[src/rtl/serial_word_feeder.sv]
// Serializes a handshaked word into an 8-bit clearable shift register.
// Optional even-parity bit after the data: define SERIALIZER_PARITY_EN.
module serial_word_feeder #(
  parameter int WIDTH        = 8,
  parameter int CLEAR_CYCLES = 1,
  parameter int LSB_FIRST    = 0
) (
  input  logic                       clk,
  input  logic                       reset,
  input  logic                       in_valid_i,
  output logic                       in_ready_o,
  input  logic [WIDTH-1:0]           data_i,
  input  logic                       hold_i,
  output logic                       ser_o,
  output logic                       sr_clr_o,
  output logic                       busy_o,
  output logic                       done_o,
  output logic [$clog2(WIDTH+2)-1:0] bit_cnt_o
);

  localparam int CW  = $clog2(WIDTH+2);
  localparam int CCW = (CLEAR_CYCLES > 1) ? $clog2(CLEAR_CYCLES) : 1;
`ifdef SERIALIZER_PARITY_EN
  localparam int TOT = WIDTH + 1;
`else
  localparam int TOT = WIDTH;
`endif

  typedef enum logic [1:0] {
    IDLE  = 2'd0,
    CLEAR = 2'd1,
    SHIFT = 2'd2,
    DONE  = 2'd3
  } state_t;

  state_t           state_q, state_d;
  logic [WIDTH-1:0] sreg_q, sreg_d;
  logic [CW-1:0]    cnt_q, cnt_d;
  logic [CCW-1:0]   clrc_q, clrc_d;
  logic             ser_q, ser_d;
  logic             srclr_q, srclr_d;
  logic             busy_q, busy_d;
  logic             done_q, done_d;
`ifdef SERIALIZER_PARITY_EN
  logic             par_q, par_d;
`endif

  function automatic logic first_bit(input logic [WIDTH-1:0] v);
    return (LSB_FIRST != 0) ? v[0] : v[WIDTH-1];
  endfunction

  function automatic logic [WIDTH-1:0] shift_word(input logic [WIDTH-1:0] v);
    return (LSB_FIRST != 0) ? (v >> 1) : (v << 1);
  endfunction

  always_ff @(posedge clk) begin
    if (reset) begin
      state_q <= IDLE;
      sreg_q  <= '0;
      cnt_q   <= '0;
      clrc_q  <= '0;
      ser_q   <= 1'b0;
      srclr_q <= 1'b0;
      busy_q  <= 1'b0;
      done_q  <= 1'b0;
`ifdef SERIALIZER_PARITY_EN
      par_q   <= 1'b0;
`endif
    end else begin
      state_q <= state_d;
      sreg_q  <= sreg_d;
      cnt_q   <= cnt_d;
      clrc_q  <= clrc_d;
      ser_q   <= ser_d;
      srclr_q <= srclr_d;
      busy_q  <= busy_d;
      done_q  <= done_d;
`ifdef SERIALIZER_PARITY_EN
      par_q   <= par_d;
`endif
    end
  end

  always_comb begin
    state_d = state_q;
    sreg_d  = sreg_q;
    cnt_d   = cnt_q;
    clrc_d  = clrc_q;
    ser_d   = ser_q;
    srclr_d = srclr_q;
    busy_d  = busy_q;
    done_d  = 1'b0;
`ifdef SERIALIZER_PARITY_EN
    par_d   = par_q;
`endif
    unique case (state_q)
      IDLE: begin
        if (in_valid_i) begin
          sreg_d = data_i;
          cnt_d  = '0;
          clrc_d = '0;
          busy_d = 1'b1;
`ifdef SERIALIZER_PARITY_EN
          par_d  = ^data_i;
`endif
          if (CLEAR_CYCLES == 0) begin
            state_d = SHIFT;
            srclr_d = 1'b0;
            ser_d   = first_bit(data_i);
          end else begin
            state_d = CLEAR;
            srclr_d = 1'b1;
            ser_d   = 1'b0;
          end
        end
      end
      CLEAR: begin
        if (!hold_i) begin
          if (clrc_q == CCW'(CLEAR_CYCLES-1)) begin
            state_d = SHIFT;
            srclr_d = 1'b0;
            ser_d   = first_bit(sreg_q);
          end else begin
            clrc_d = clrc_q + 1'b1;
          end
        end
      end
      SHIFT: begin
        if (!hold_i) begin
          cnt_d  = cnt_q + 1'b1;
          sreg_d = shift_word(sreg_q);
          if (cnt_q == CW'(TOT-1)) begin
            state_d = DONE;
            done_d  = 1'b1;
            ser_d   = 1'b0;
          end
`ifdef SERIALIZER_PARITY_EN
          else if (cnt_q == CW'(WIDTH-1)) begin
            ser_d = par_q;
          end
`endif
          else begin
            ser_d = first_bit(shift_word(sreg_q));
          end
        end
      end
      DONE: begin
        state_d = IDLE;
        busy_d  = 1'b0;
      end
      default: state_d = IDLE;
    endcase
  end

  // ready is a pure state decode so no input reaches an output
  assign in_ready_o = (state_q == IDLE);
  assign ser_o      = ser_q;
  assign sr_clr_o   = srclr_q;
  assign busy_o     = busy_q;
  assign done_o     = done_q;
  assign bit_cnt_o  = cnt_q;

endmodule
[config.mk]
export PLATFORM = sky130hd
export DESIGN_NAME = serial_word_feeder
export DESIGN_NICKNAME = d
export VERILOG_FILES = /design/src/rtl/serial_word_feeder.sv
export SDC_FILE = /design/constraint.sdc
export NUM_CORES = 1
export LEC_CHECK = 0
export ABC_CLOCK_PERIOD_IN_PS = 1900
export CORE_AREA = 4 4 54 56
export DETAILED_ROUTE_END_ITERATION = 10
export DIE_AREA = 0 0 58 60
export PLACE_DENSITY = 0.71
export SYNTH_ARGS = -nofsm -noshare
export SYNTH_HDL_FRONTEND = slang
export SYNTH_SLANG_ARGS = --single-unit
[constraint.sdc]
create_clock -name clk -period 1.9 [get_ports clk]
set_input_delay 0.57 -clock clk [delete_from_list [all_inputs] [get_ports clk]]
set_output_delay 0.57 -clock clk [all_outputs]
set_load 0.005 [all_outputs]
==> results_tabular.tex, run 1 <==
\begin{tabular}{lr}
\hline
Metric & Value \\
\hline
\multicolumn{2}{l}{\textbf{Run status}} \\
Result of the run & completed \\
\multicolumn{2}{l}{\textbf{Pwr}} \\
VDD IR max & 0.0008233 V \\
Clock network fraction of total power & 0.104 \\
Static leakage & 0.5032 nW \\
Internal power consumption & 1.119 mW \\
Net Switching & 0.7356 mW \\
Proportion of total power due to net switching & 0.3966 \\
Power density over cell area & 1380 nW/um\^{}2 \\
Part of the total power dissipated in sequential elements & 0.314 \\
Portion of total power attributed to combinational logic & 0.582 \\
\multicolumn{2}{l}{\textbf{Synth}} \\
Cell Area, Synth & 993.5 um\^{}2 \\
Area share of the largest cell type after synthesis & 0.3627 \\
Average footprint of a synthesized cell & 8.870 um\^{}2 \\
Share of flip-flops with an asynchronous set or reset & 0 \\
Net Count, Synth & 129 \\
Biggest area contributors in the synthesized netlist & dfxtp\_1, mux2\_2, ha\_1 \\
Most instantiated flip-flop cell in the synthesis netlist & dfxtp\_1 \\
FF+latch count, synth & 18 \\
Syn. warnings & 0 \\
Cell type with the largest total area after synthesis & dfxtp\_1 \\
Share of synthesized area occupied by flip-flops and latches & 0.3627 \\
Unique masters post-synth & 34 \\
Number of instances in the synthesized netlist & 112 \\
Number of enable flip-flop cells after synthesis & 0 \\
\multicolumn{2}{l}{\textbf{Detailed routing}} \\
Highest routing layer actually used & met4 \\
Antenna viol nets, final & 0 \\
Average vias per placed instance & 5.830 \\
First-iteration detailed-routing DRC count & 22 \\
DR WL met3 & 130 um \\
Number of vias after detailed routing & 997 \\
Met2 Wirelength & 1186 um \\
Routed WL per cell & 14.25 um \\
Met1 layer wirelength in the final routing & 1067 um \\
Routed Wire Length & 2436 um \\
Drt pass-1 iters & 5 \\
Post-detailed-route DRC marker count & 0 \\
\multicolumn{2}{l}{\textbf{Hold path}} \\
Kind of path behind the tightest hold check & reg -> reg \\
\multicolumn{2}{l}{\textbf{Place}} \\
Placed wire-length estimate after detailed placement & 1746 um \\
RD Place Congestion & 0.8170 \\
Number of I/O port buffers & 20 \\
Worst Setup Slack post-DPL & -0.05281 ns \\
Number of cells in the design after placement & 166 \\
\multicolumn{2}{l}{\textbf{Die}} \\
I/O Pins & 21 \\
Overall die area & 3480 um\^{}2 \\
Initial Util & 0.4084 \\
Rows & 18 \\
Die boundary width & 58 um \\
Placeable core area & 2432 um\^{}2 \\
Die height & 60 um \\
\multicolumn{2}{l}{\textbf{Setup path}} \\
WP data required & 1.33 ns \\
Critical path buffers and inverters & 1 \\
Reg2reg setup slack & 0.15 ns \\
Cell family with most CP delay & buffers and inverters \\
Signal arrival time at the worst endpoint & 1.22 ns \\
CP Launch Type & flop \\
Kind of critical path & reg -> out \\
Master of the slowest instance on the critical path & clkdlybuf4s50\_1 \\
Crit path max fanout & 5 \\
Largest stage delay on the critical path & 0.53 ns \\
Critical path endpoint category & primary output \\
CP Cell Sequence & clkdlybuf4s50\_1 \\
\multicolumn{2}{l}{\textbf{Final layout}} \\
Multi-input logic area & 585.6 um\^{}2 \\
Fraction of layout instances using a drive strength above 1 & 0.2199 \\
Sequential Area & 362.8 um\^{}2 \\
Final non-filler cell total & 171 \\
Antenna diode count & 0 \\
Net count reported at finish & 160 \\
Number of fill cells & 236 \\
Layout overhead on the synthesized area & 35.26\% \\
\multicolumn{2}{l}{\textbf{Timing}} \\
Worst Setup Slack, final & 0.1130 ns \\
Slew margin rel. & 0.6487 \\
Total of endpoints with negative setup slack in the final report & 0 \\
Summed negative setup slack over all endpoints & 0 ns \\
Transition time at the pin with the least slew margin & 0.5250 ns \\
Final Max Slew Viols & 0 \\
Unrepaired setup endpoints after global routing & false \\
Setup skew after layout & 0.006067 ns \\
Shortest period the worst path allows & 1.787 ns \\
Max Clock Freq & 559.6 MHz \\
Final worst path period share & 0.9405 \\
Final hold violation count & 0 \\
\multicolumn{2}{l}{\textbf{Global route}} \\
GR Util All Layers & 0.1542 \\
Total congestion overflow after global routing & 0 \\
Pin count of the biggest net entering global routing & 16 \\
Number of antenna violations at the first check in global routing & 0 \\
Global-route wire length before repair & 4160 um \\
Via count of the first global-routing pass & 969 \\
\multicolumn{2}{l}{\textbf{CTS}} \\
Maximum buffer depth of the clock tree & 2 \\
Clk sinks & 18 \\
Count of hold buffers inserted by post-cts repair & 0 \\
Buffer cell driving the clock tree root & clkbuf\_4 \\
Clock slew seen by the registers of the worst setup and hold paths & 0.10 ns \\
Number of buffers created by CTS & 3 \\
H-tree lvl count & 1 \\
Later-pin clock latency in the skew report & 0.30 ns \\
CTS tree & built \\
\multicolumn{2}{l}{\textbf{Job}} \\
Max-capacitance violation count & 0 \\
\hline
\end{tabular}
-- state kept, by name, indices dropped and copies added, names as in the netlist --
register   cells
sreg_q         8
sr_clr_o       1
busy_o         1
bit_cnt_o      4
state_q        2
ser_o          1
done_o         1
-- layout by cell type (no fill, tap or decap), types with 2 or more instances in the layout --
cell	n
nor4_1	8
nand2b_1	2
inv_2	2
nand4_1	2
o21a_1	2
nand3b_1	4
mux2i_1	3
buf_4	13
ha_1	3
o21ai_0	4
dfxtp_1	16
nor2b_1	2
inv_1	3
nor3_1	7
clkbuf_4	3
clkdlybuf4s50_1	19
a31oi_1	7
nand2_1	4
nand3_1	4
o31ai_1	2
dfxtp_2	2
a21oi_1	6
mux2_2	7
-- final cells by class --
cell class / count / share of cell area
inverters: 5 / 0.01397
well taps: 30 / 0.02793
clock buffers: 3 / 0.01676
repair buffers: 34 / 0.2356
flip-flops and latches: 18 / 0.2700
multi-input cells: 81 / 0.4358
-- logic make-up (layout without fill, tap and decap cells) --
logic type | after synthesis | in the layout | synth area share
simple gates | 40 | 40 | 0.2393
mux | 10 | 10 | 0.1096
fa+ha+maj | 5 | 5 | 0.06297
compound gates | 26 | 26 | 0.1625
buf+inv | 13 | 42 | 0.06297
flops | 18 | 18 | 0.3627
-- synth_stat cells (all sizes together), types with 3 or more instances --
cell type / count
dfxtp: 18
nand2: 4
a21oi: 6
nor4: 8
mux2: 7
clkbuf: 3
ha: 5
inv: 5
nor3: 7
nand3b: 4
nand3: 4
buf: 5
mux2i: 3
o21ai: 5
a31oi: 7
-- repair_timing --
item / CTS / global route
resized for setup: 7 / 1
endpoints found under the hold margin: 0 / 0
endpoints found under the setup margin: 1 / 7
gates cloned: 0 / 0
buffers inserted: 2 / 0
-- per-stage QoR --
stage	instance area (um^2)	hold WS, ns	total power [mW]	utilization
2_1_floorplan	993.5	0.4591	1.256	-
3_3_place_gp	1290	0.4650	1.568	0.5304
3_5_place_dp	1290	0.4804	1.594	0.5304
4_1_cts	1341	0.4979	1.849	0.5514
5_1_grt	1344	0.5274	1.990	0.5525
6_report	1344	0.4894	1.855	0.5525
-- per-layer routing --
layer / vias up / track usage
met5: - / 0
met3: 8 / 0.02160
met2: 35 / 0.2661
met1: 472 / 0.1859
met4: 0 / 0.07947
li1: 482 / -
-- power by group through the flow --
stage | clock network, mW | registers [mW] | logic, mW
6_report | 0.192 | 0.583 | 1.08
5_1_grt | 0.212 | 0.596 | 1.18
4_1_cts | 0.200 | 0.580 | 1.07
3_5_place_dp | 0 | 0.594 | 1.00
3_3_place_gp | 0 | 0.585 | 0.983
2_1_floorplan | 0 | 0.573 | 0.683
-- path summary, 6_finish.rpt --
kind / start / end / cells past startpoint
worst max-delay path: bit_cnt_o[2]$_SDFFE_PP0P_ / bit_cnt_o[2] / 1
worst min-delay path: busy_o$_SDFFE_PP0P_ / busy_o$_SDFFE_PP0P_ / 2
worst max register to register: state_q[1]$_SDFFE_PP0P_ / sreg_q[4]$_SDFFE_PP0P_ / 6
worst min register to register: busy_o$_SDFFE_PP0P_ / busy_o$_SDFFE_PP0P_ / 2
-- worst register-to-register path, stage by stage (launching register included) --
cell	delay, ns
dfxtp_2	0.36
buf_4	0.12
ha_2	0.32
buf_4	0.21
mux2_2	0.34
nor4_1	0.21
nor3_1	0.08
No activity file was read; power rests on OpenSTA's default activity.
==> inputs of run 2 (changes only) <==
Settings changed: ABC_CLOCK_PERIOD_IN_PS 1900 to 1740.
Clock period 1.9 ns to 1.74 ns, I/O delays scaled along.
==> results_tabular.tex, run 2 (synthesis results as in run 1) <==
\begin{tabular}{lr}
\hline
Metric & Value \\
\hline
\multicolumn{2}{l}{\textbf{Die}} \\
Placeable core area & 2432 um\^{}2 (unchanged) \\
Die height & 60 um (unchanged) \\
Overall die area & 3480 um\^{}2 (unchanged) \\
I/O Pins & 21 (unchanged) \\
Rows & 18 (unchanged) \\
Initial Util & 0.4084 (unchanged) \\
Die boundary width & 58 um (unchanged) \\
\multicolumn{2}{l}{\textbf{Job}} \\
Max-capacitance violation count & 0 (unchanged) \\
\multicolumn{2}{l}{\textbf{CTS}} \\
Number of buffers created by CTS & 3 (unchanged) \\
Later-pin clock latency in the skew report & 0.29 ns (was 0.30 ns) \\
Clk sinks & 18 (unchanged) \\
CTS tree & built (unchanged) \\
Count of hold buffers inserted by post-cts repair & 0 (unchanged) \\
Maximum buffer depth of the clock tree & 2 (unchanged) \\
H-tree lvl count & 1 (unchanged) \\
Clock slew seen by the registers of the worst setup and hold paths & 0.11 ns (was 0.10 ns) \\
Buffer cell driving the clock tree root & clkbuf\_4 (unchanged) \\
\multicolumn{2}{l}{\textbf{Setup path}} \\
Crit path max fanout & 5 (unchanged) \\
Critical path endpoint category & primary output (unchanged) \\
Critical path buffers and inverters & 1 (unchanged) \\
WP data required & 1.22 ns (was 1.33 ns) \\
CP Cell Sequence & clkdlybuf4s50\_1 (unchanged) \\
Kind of critical path & reg -> out (unchanged) \\
Master of the slowest instance on the critical path & clkdlybuf4s50\_1 (unchanged) \\
Path length in cells of the critical path & 1 (unchanged) \\
Cell family with most CP delay & buffers and inverters (unchanged) \\
Worst Reg-to-Reg Cells & 7 (was 6) \\
Largest stage delay on the critical path & 0.50 ns (was 0.53 ns) \\
Reg2reg setup slack & 0.07 ns (was 0.15 ns) \\
Signal arrival time at the worst endpoint & 1.17 ns (was 1.22 ns) \\
CP Launch Type & flop (unchanged) \\
\multicolumn{2}{l}{\textbf{Timing}} \\
Slew margin rel. & 0.7677 (was 0.6487) \\
Summed negative setup slack over all endpoints & 0 ns (unchanged) \\
Final worst path period share & 0.9703 \\
Transition time at the pin with the least slew margin & 0.3476 ns (was 0.5250 ns) \\
Setup skew after layout & 0.008450 ns (was 0.006067 ns) \\
Max Clock Freq & 592.3 MHz \\
Shortest period the worst path allows & 1.688 ns \\
Unrepaired setup endpoints after global routing & false (unchanged) \\
Final hold violation count & 0 (unchanged) \\
Final Max Slew Viols & 0 (unchanged) \\
Total of endpoints with negative setup slack in the final report & 0 (unchanged) \\
\multicolumn{2}{l}{\textbf{Final layout}} \\
Flip-flop count of the largest register after layout & 8 (unchanged) \\
Antenna diode count & 0 (unchanged) \\
Layout overhead on the synthesized area & 44.33\% (was 35.26\%) \\
Top reg by flops & sreg\_q (unchanged) \\
Fraction of layout instances using a drive strength above 1 & 0.3154 (was 0.2199) \\
Final std cell area, no fill & 1434 um\^{}2 (was 1344 um\^{}2) \\
Most frequent cells in the layout & buf\_4, clkdlybuf4s50\_1, dfxtp\_1 (was clkdlybuf4s50\_1, dfxtp\_1, buf\_4, nor4\_1) \\
Final non-filler cell total & 179 (was 171) \\
Net count reported at finish & 167 (was 160) \\
Most common cell after layout, fill and taps aside & buf\_4 (was clkdlybuf4s50\_1) \\
\multicolumn{2}{l}{\textbf{Hold path}} \\
Kind of path behind the tightest hold check & reg -> reg (unchanged) \\
WHS Path Cells & 2 (unchanged) \\
\multicolumn{2}{l}{\textbf{Detailed routing}} \\
Drt pass-1 iters & 4 (was 5) \\
Routed Wire Length & 2665 um (was 2436 um) \\
Average vias per placed instance & 5.670 (was 5.830) \\
First-iteration detailed-routing DRC count & 15 (was 22) \\
Number of vias after detailed routing & 1015 (was 997) \\
Routed WL per cell & 14.89 um (was 14.25 um) \\
Antenna viol nets, final & 0 (unchanged) \\
Post-detailed-route DRC marker count & 0 (unchanged) \\
\multicolumn{2}{l}{\textbf{Global route}} \\
Via count of the first global-routing pass & 937 (was 969) \\
GR Util All Layers & 0.1505 (was 0.1542) \\
Number of antenna violations at the first check in global routing & 0 (unchanged) \\
Total congestion overflow after global routing & 0 (unchanged) \\
Global-route wire length before repair & 4153 um (was 4160 um) \\
Pin count of the biggest net entering global routing & 16 (unchanged) \\
\multicolumn{2}{l}{\textbf{Pwr}} \\
Static leakage & 0.5502 nW (was 0.5032 nW) \\
VDD IR max & 0.0008975 V (was 0.0008233 V) \\
Power density over cell area & 1542 nW/um\^{}2 (was 1380 nW/um\^{}2) \\
\multicolumn{2}{l}{\textbf{Place}} \\
Number of cells in the design after placement & 172 (was 166) \\
Placed wire-length estimate after detailed placement & 1898 um (was 1746 um) \\
RD Place Congestion & 0.8216 (was 0.8170) \\
Number of I/O port buffers & 20 (unchanged) \\
Cell area after placement & 1323 um\^{}2 (was 1290 um\^{}2) \\
\multicolumn{2}{l}{\textbf{Run status}} \\
Result of the run & completed (unchanged) \\
\hline
\end{tabular}
-- run 2: timing repair --
| item | in CTS | in global routing |
|---|---|---|
| gates resized for setup | 7 | 12 |
| endpoints found under the setup margin | 9 | 13 |
| setup buffers | 2 | 1 |
| pin swaps | 1 | 0 |
| endpoints found under the hold margin | 0 | 0 |
-- run 2: routing by layer --
metal  vias to the layer above  global-route usage  wire length [um]
met3                         2             0.03456               173
li1                        499                   -                 -
met1                       471              0.1990              1141
met5                         -                   0                 0
met4                         0             0.01987                10
met2                        43              0.2565              1340
-- run 2: worst register-to-register path, cell delays in order, from the launching register on --
cell	delay (ns)
dfxtp_2	0.34
inv_1	0.05
ha_2	0.18
buf_4	0.13
nor2b_1	0.12
buf_4	0.16
or4_1	0.50
o21ai_1	0.13
-- run 2: final timing paths --
| kind | from | endpoint |
|---|---|---|
| min | sreg_q[0]$_SDFFE_PP0P_ | sreg_q[0]$_SDFFE_PP0P_ |
| max | bit_cnt_o[0]$_SDFFE_PP0P_ | bit_cnt_o[0] |
| min reg2reg | sreg_q[0]$_SDFFE_PP0P_ | sreg_q[0]$_SDFFE_PP0P_ |
| max reg2reg | state_q[1]$_SDFFE_PP0P_ | ser_o$_SDFFE_PP0P_ |
-- run 2: area by class of cell --
type,instances,area [um^2]
Clock buffer,4,36.28
Sequential cell,18,371.6
Tap cell,30,37.54
Inverter,5,18.77
Timing Repair Buffer,41,356.6
Multi-Input combinational cell,81,613.1
Fill cell,234,998.5
-- run 2: metrics by stage --
stage	worst slack, ns	util	hold slack (ns)	total power [mW]
CTS	0.01314	0.5689	0.5007	2.111
floorplan	0.1836	-	0.4591	1.371
global route	0.003211	0.5895	0.5271	2.378
global placement	-0.1435	0.5437	0.4624	1.759
detailed placement	-0.1676	0.5437	0.4845	1.802
finish	0.05174	0.5895	0.5029	2.211
-- run 2: report_power, final --
group	internal, mW	total, mW	switching, mW
Combinational	0.655	1.31	0.653
Clock	0.127	0.264	0.136
Sequential	0.556	0.639	0.0826
Total	1.34	2.21	0.872
==> edit 1 (settings of run 2) <==
Set the parameter `WIDTH` to 4 (it was 8).
--- a/src/rtl/serial_word_feeder.sv
+++ b/src/rtl/serial_word_feeder.sv
@@ -1,7 +1,7 @@
 // Serializes a handshaked word into an 8-bit clearable shift register.
 // Optional even-parity bit after the data: define SERIALIZER_PARITY_EN.
 module serial_word_feeder #(
-  parameter int WIDTH        = 8,
+  parameter int WIDTH        = 4,
   parameter int CLEAR_CYCLES = 1,
   parameter int LSB_FIRST    = 0
 ) (
Ports: changed (resized bit_cnt_o and data_i); port bits go from 21 to 16. The function was not compared with the original's and may differ.
==> edit 1 against run 2 <==
  * Power is 32% lower
  * Via count is 39% lower
  * First-iteration DRC count down 20%
  * Sequential power shrank 29%
  * Worst hold slack got worse by 0.043 ns
  * Design area shrank 30%
  * Synthesized area decreased by 28%
  * Wire length is 41% lower
  * Non-clock buffer count shrank 16
  * Worst setup slack improved by 0.013 ns
  * Sequential cell count down 5
  * Critical endpoint unchanged
==> edit 1: results <==
export IMPL_grt_pass1_wl_um=2650
export IMPL_finClkSkew_ns=0.00106
export IMPL_drt_vias_per_instance=4.76
export IMPL_nets=115
export IMPL_holdWs_ns=0.460
export IMPL_synth_seq_area_share=0.362
export IMPL_worstPathArrival_ns=1.15
export IMPL_sh_seq_area=0.264
export IMPL_largest_register_ff_count=4
export IMPL_dr_wl_met2_um=759
export IMPL_place_hpwl_um=1210
export IMPL_dr_first_iter_drc_count=12
export IMPL_nMultiInputCombCells=54
export IMPL_ys_ff_latch=13
export IMPL_instances_no_fill=130
export IMPL_dp_cells=125
export IMPL_io_buffers=15
export IMPL_wl_per_cell_um=12.0
export IMPL_num_nonclk_buffers=25
export IMPL_cp_max_fo=4
export IMPL_first_global_vias=622
export IMPL_post_cts_resized=4
export IMPL_final_min_clock_period_ns=1.68
export IMPL_grt_max_degree=10
export IMPL_synthCells=74
export IMPL_area_delta_synth_final_pct=39.0
export IMPL_fillers=260
export IMPL_yosys_top_cells_count="dfxtp_1 (13), nor2_1 (8), a21oi_1 (6), ha_1 (6), nand2_1 (5)"
export IMPL_multiInputGateArea_um2=420
export IMPL_path_clk_slew_ns=0.08
export IMPL_r2r_end="bit_cnt_o[0]"
export IMPL_wl_met1_um=703
export IMPL_clkCellAreaFrac=0.0263
export IMPL_grt_total_usage=0.101
export IMPL_relSlewSlack=0.810
export IMPL_routabilityCongestion=0.842
export IMPL_r2r_slack_ns=0.23
export IMPL_status="finished, final reports clean"
export IMPL_drive_gt1_frac=0.290
export IMPL_post_cts_setup_buffers=0
export IMPL_dr_pass1_iters=3
export IMPL_synthTopCellsByArea="dfxtp_1 (36%), ha_1 (10%), a211oi_2 (7.0%)"
export IMPL_buffer_area_frac=0.237
[edit 1: changes by cell type in the layout (fill, tap and decap cells not counted), sizes merged, moves of 4 or more]
cell                  run 2  this run
a31oi                     7         0
clkdlybuf4s50            19        14
mux2                      7         0
nor2                      1        11
nor4                      8         0
nor3                      7         0
buf                      21        10
nand3                     4         0
dfxtp                    18        13
[edit 1: metal layers]
layer | up-vias | global-route usage
li1 | 312 | -
met1 | 291 | 0.113
met2 | 12 | 0.177
met3 | 4 | 0.0281
met4 | 0 | 0.0497
met5 | - | 0
[edit 1: power by group]
part,switching (W),internal [W]
sequential,0.0000626,0.000390
combinational,0.000407,0.000462
clock,0.0000981,0.0000890
total,0.000568,0.000941
[edit 1: logic make-up after synthesis]
kind of cell,Yosys count,synth area share
adders and majority gates,6,0.104
DFF,13,0.362
buffers and inverters,7,0.0574
and+or+nand+nor,25,0.214
AOI/OAI and AO/OA,19,0.207
muxes,4,0.0557
==> edit 2 (flow settings as in run 2) <==
Without the edit above. Make the reset (`reset`) asynchronous in one clocked block.
--- a/src/rtl/serial_word_feeder.sv
+++ b/src/rtl/serial_word_feeder.sv
@@ -53,7 +53,7 @@
     return (LSB_FIRST != 0) ? (v >> 1) : (v << 1);
   endfunction
 
-  always_ff @(posedge clk) begin
+  always_ff @(posedge clk or posedge reset) begin
     if (reset) begin
       state_q <= IDLE;
       sreg_q  <= '0;
Check against the original RTL: differs if reset is asserted again (counterexample within 4 cycles, from zero or initial values and one cycle with reset high); with reset held inactive, the same outputs for 10 cycles.
==> edit 2 against run 2 <==
  * Synthesized area fell by 2.8%
  * Clock power barely moved
  * Power rose by 3.1%
  * Wire length fell by 14%
  * Largest power group unchanged
  * Sequential cell count did not move
  * First-iteration DRC count rose by 20%
  * Design area fell by 2.7%
  * Sequential power rose by 6.9%
  * Maximum frequency fell by 1.6%
  * Worst setup slack got worse by 0.027 ns
==> edit 2: results <==
export IMPL_drt_wl_total_um=2280
export IMPL_clk_path_buf_depth=2
export IMPL_worstHoldPathType="flop to flop"
export IMPL_status="finished, final reports clean"
export IMPL_io_buffers=20
export IMPL_drt_vias_per_instance=5.14
export IMPL_first_global_vias=876
export IMPL_power_leakage_nw=0.644
export IMPL_drive_gt1_frac=0.257
export IMPL_synth_seq_area_share=0.466
export IMPL_ir_drop_uv=701
export IMPL_dr_first_iter_drc_count=18
export IMPL_cts_buffers=3
export IMPL_dpl_cell_area_um2=1280
export IMPL_async_flop_share=1.00
export IMPL_relSlewSlack=0.837
export IMPL_r2r_slack_ns=0.12
export IMPL_cp_max_fo=2
export IMPL_worstReg2RegStart="state_q[1]"
export IMPL_vias=854
export IMPL_cp_top_family="buffers and inverters"
export IMPL_grt_overflow_total=0
export IMPL_synthCells=96
export IMPL_path_clk_slew_ns=0.11
export IMPL_post_cts_resized=4
export IMPL_r2r_end="sreg_q[4]"
export IMPL_regMostFlops="sreg_q"
export IMPL_cts_root_buf="clkbuf_4"
export IMPL_required_ns=1.22
export IMPL_synthTopCellsByArea="dfrtp_1 (47%), mux2i_1 (9.3%), ha_1 (7.8%)"
export IMPL_grt_pass1_wl_um=3660
export IMPL_post_cts_setup_buffers=4
export IMPL_worstHoldStart="sreg_q[7]"
export IMPL_max_stage_delay_ns=0.51
export IMPL_post_place_ws_ns=-0.228
export IMPL_dr_pass1_iters=4
export IMPL_yosys_warnings=0
export IMPL_place_hpwl_um=1660
export IMPL_dp_cells=155
export IMPL_largest_register_ff_count=8
export IMPL_grt_total_usage=0.138
export IMPL_holdWs_ns=0.493
export IMPL_n_antenna_cell=0
export IMPL_grt_max_degree=19
export IMPL_ys_types=29
export IMPL_yosys_top_cells_count="dfrtp_1 (18), o21ai_0 (15), nand2_1 (13)"
export IMPL_routabilityCongestion=0.775
export IMPL_finClkSkew_ns=0.000818
export IMPL_syn_nets=114
export IMPL_min_to="sreg_q[7]"
## edit 2: cell types whose count changed after synthesis, sizes merged, moves of 3 or more
cell / before / now
mux2: 7 / 1
a31oi: 7 / 2
nand3b: 4 / 1
nor3: 7 / 3
dfxtp: 18 / 0
o21ai: 5 / 18
nand3: 4 / 1
nand2: 4 / 13
nor4: 8 / 0
mux2i: 3 / 9
dfrtp: 0 / 18
## edit 2: cells by family after synthesis
kind of cell / after synthesis / synth area share
compound gates: 28 / 0.171
xor+xnor: 1 / 0.00907
fa+ha+maj: 6 / 0.0777
buf+inv: 9 / 0.0453
flops: 18 / 0.466
mux: 10 / 0.105
simple gates: 24 / 0.126
## edit 2: worst max path at each step
stage | start | endpoint | slack (ns)
after floorplan | state_q[0] | state_q[1] | 0.03
after CTS | state_q[1] | in_ready_o | 0.01
after global routing | bit_cnt_o[2] | bit_cnt_o[2] | 0.001
final | bit_cnt_o[2] | bit_cnt_o[2] | 0.02
after detailed placement | in_valid_i | state_q[1] | -0.23
after global placement | in_valid_i | state_q[1] | -0.20
## edit 2: layout make-up
cell class / count / area (µm²)
Tap cell: 30 / 37.5
Fill cell: 218 / 1040
Sequential cell: 18 / 450
Inverter: 5 / 18.8
Clock buffer: 4 / 36.3
Timing Repair Buffer: 39 / 343
Multi-Input combinational cell: 70 / 509
## edit 2: per-layer routing
metal  track usage  vias to the layer above  wire length, µm
met5             0                        -                0
met2         0.260                       15             1270
met3        0.0302                        4               93
li1              -                      417                -
met4        0.0629                        0               28
met1         0.147                      418              889
## edit 2: power by group
group | internal (W) | switching [W] | total [W]
Sequential | 0.000588 | 0.0000953 | 0.000683
Combinational | 0.000709 | 0.000622 | 0.00133
Clock | 0.000128 | 0.000138 | 0.000265
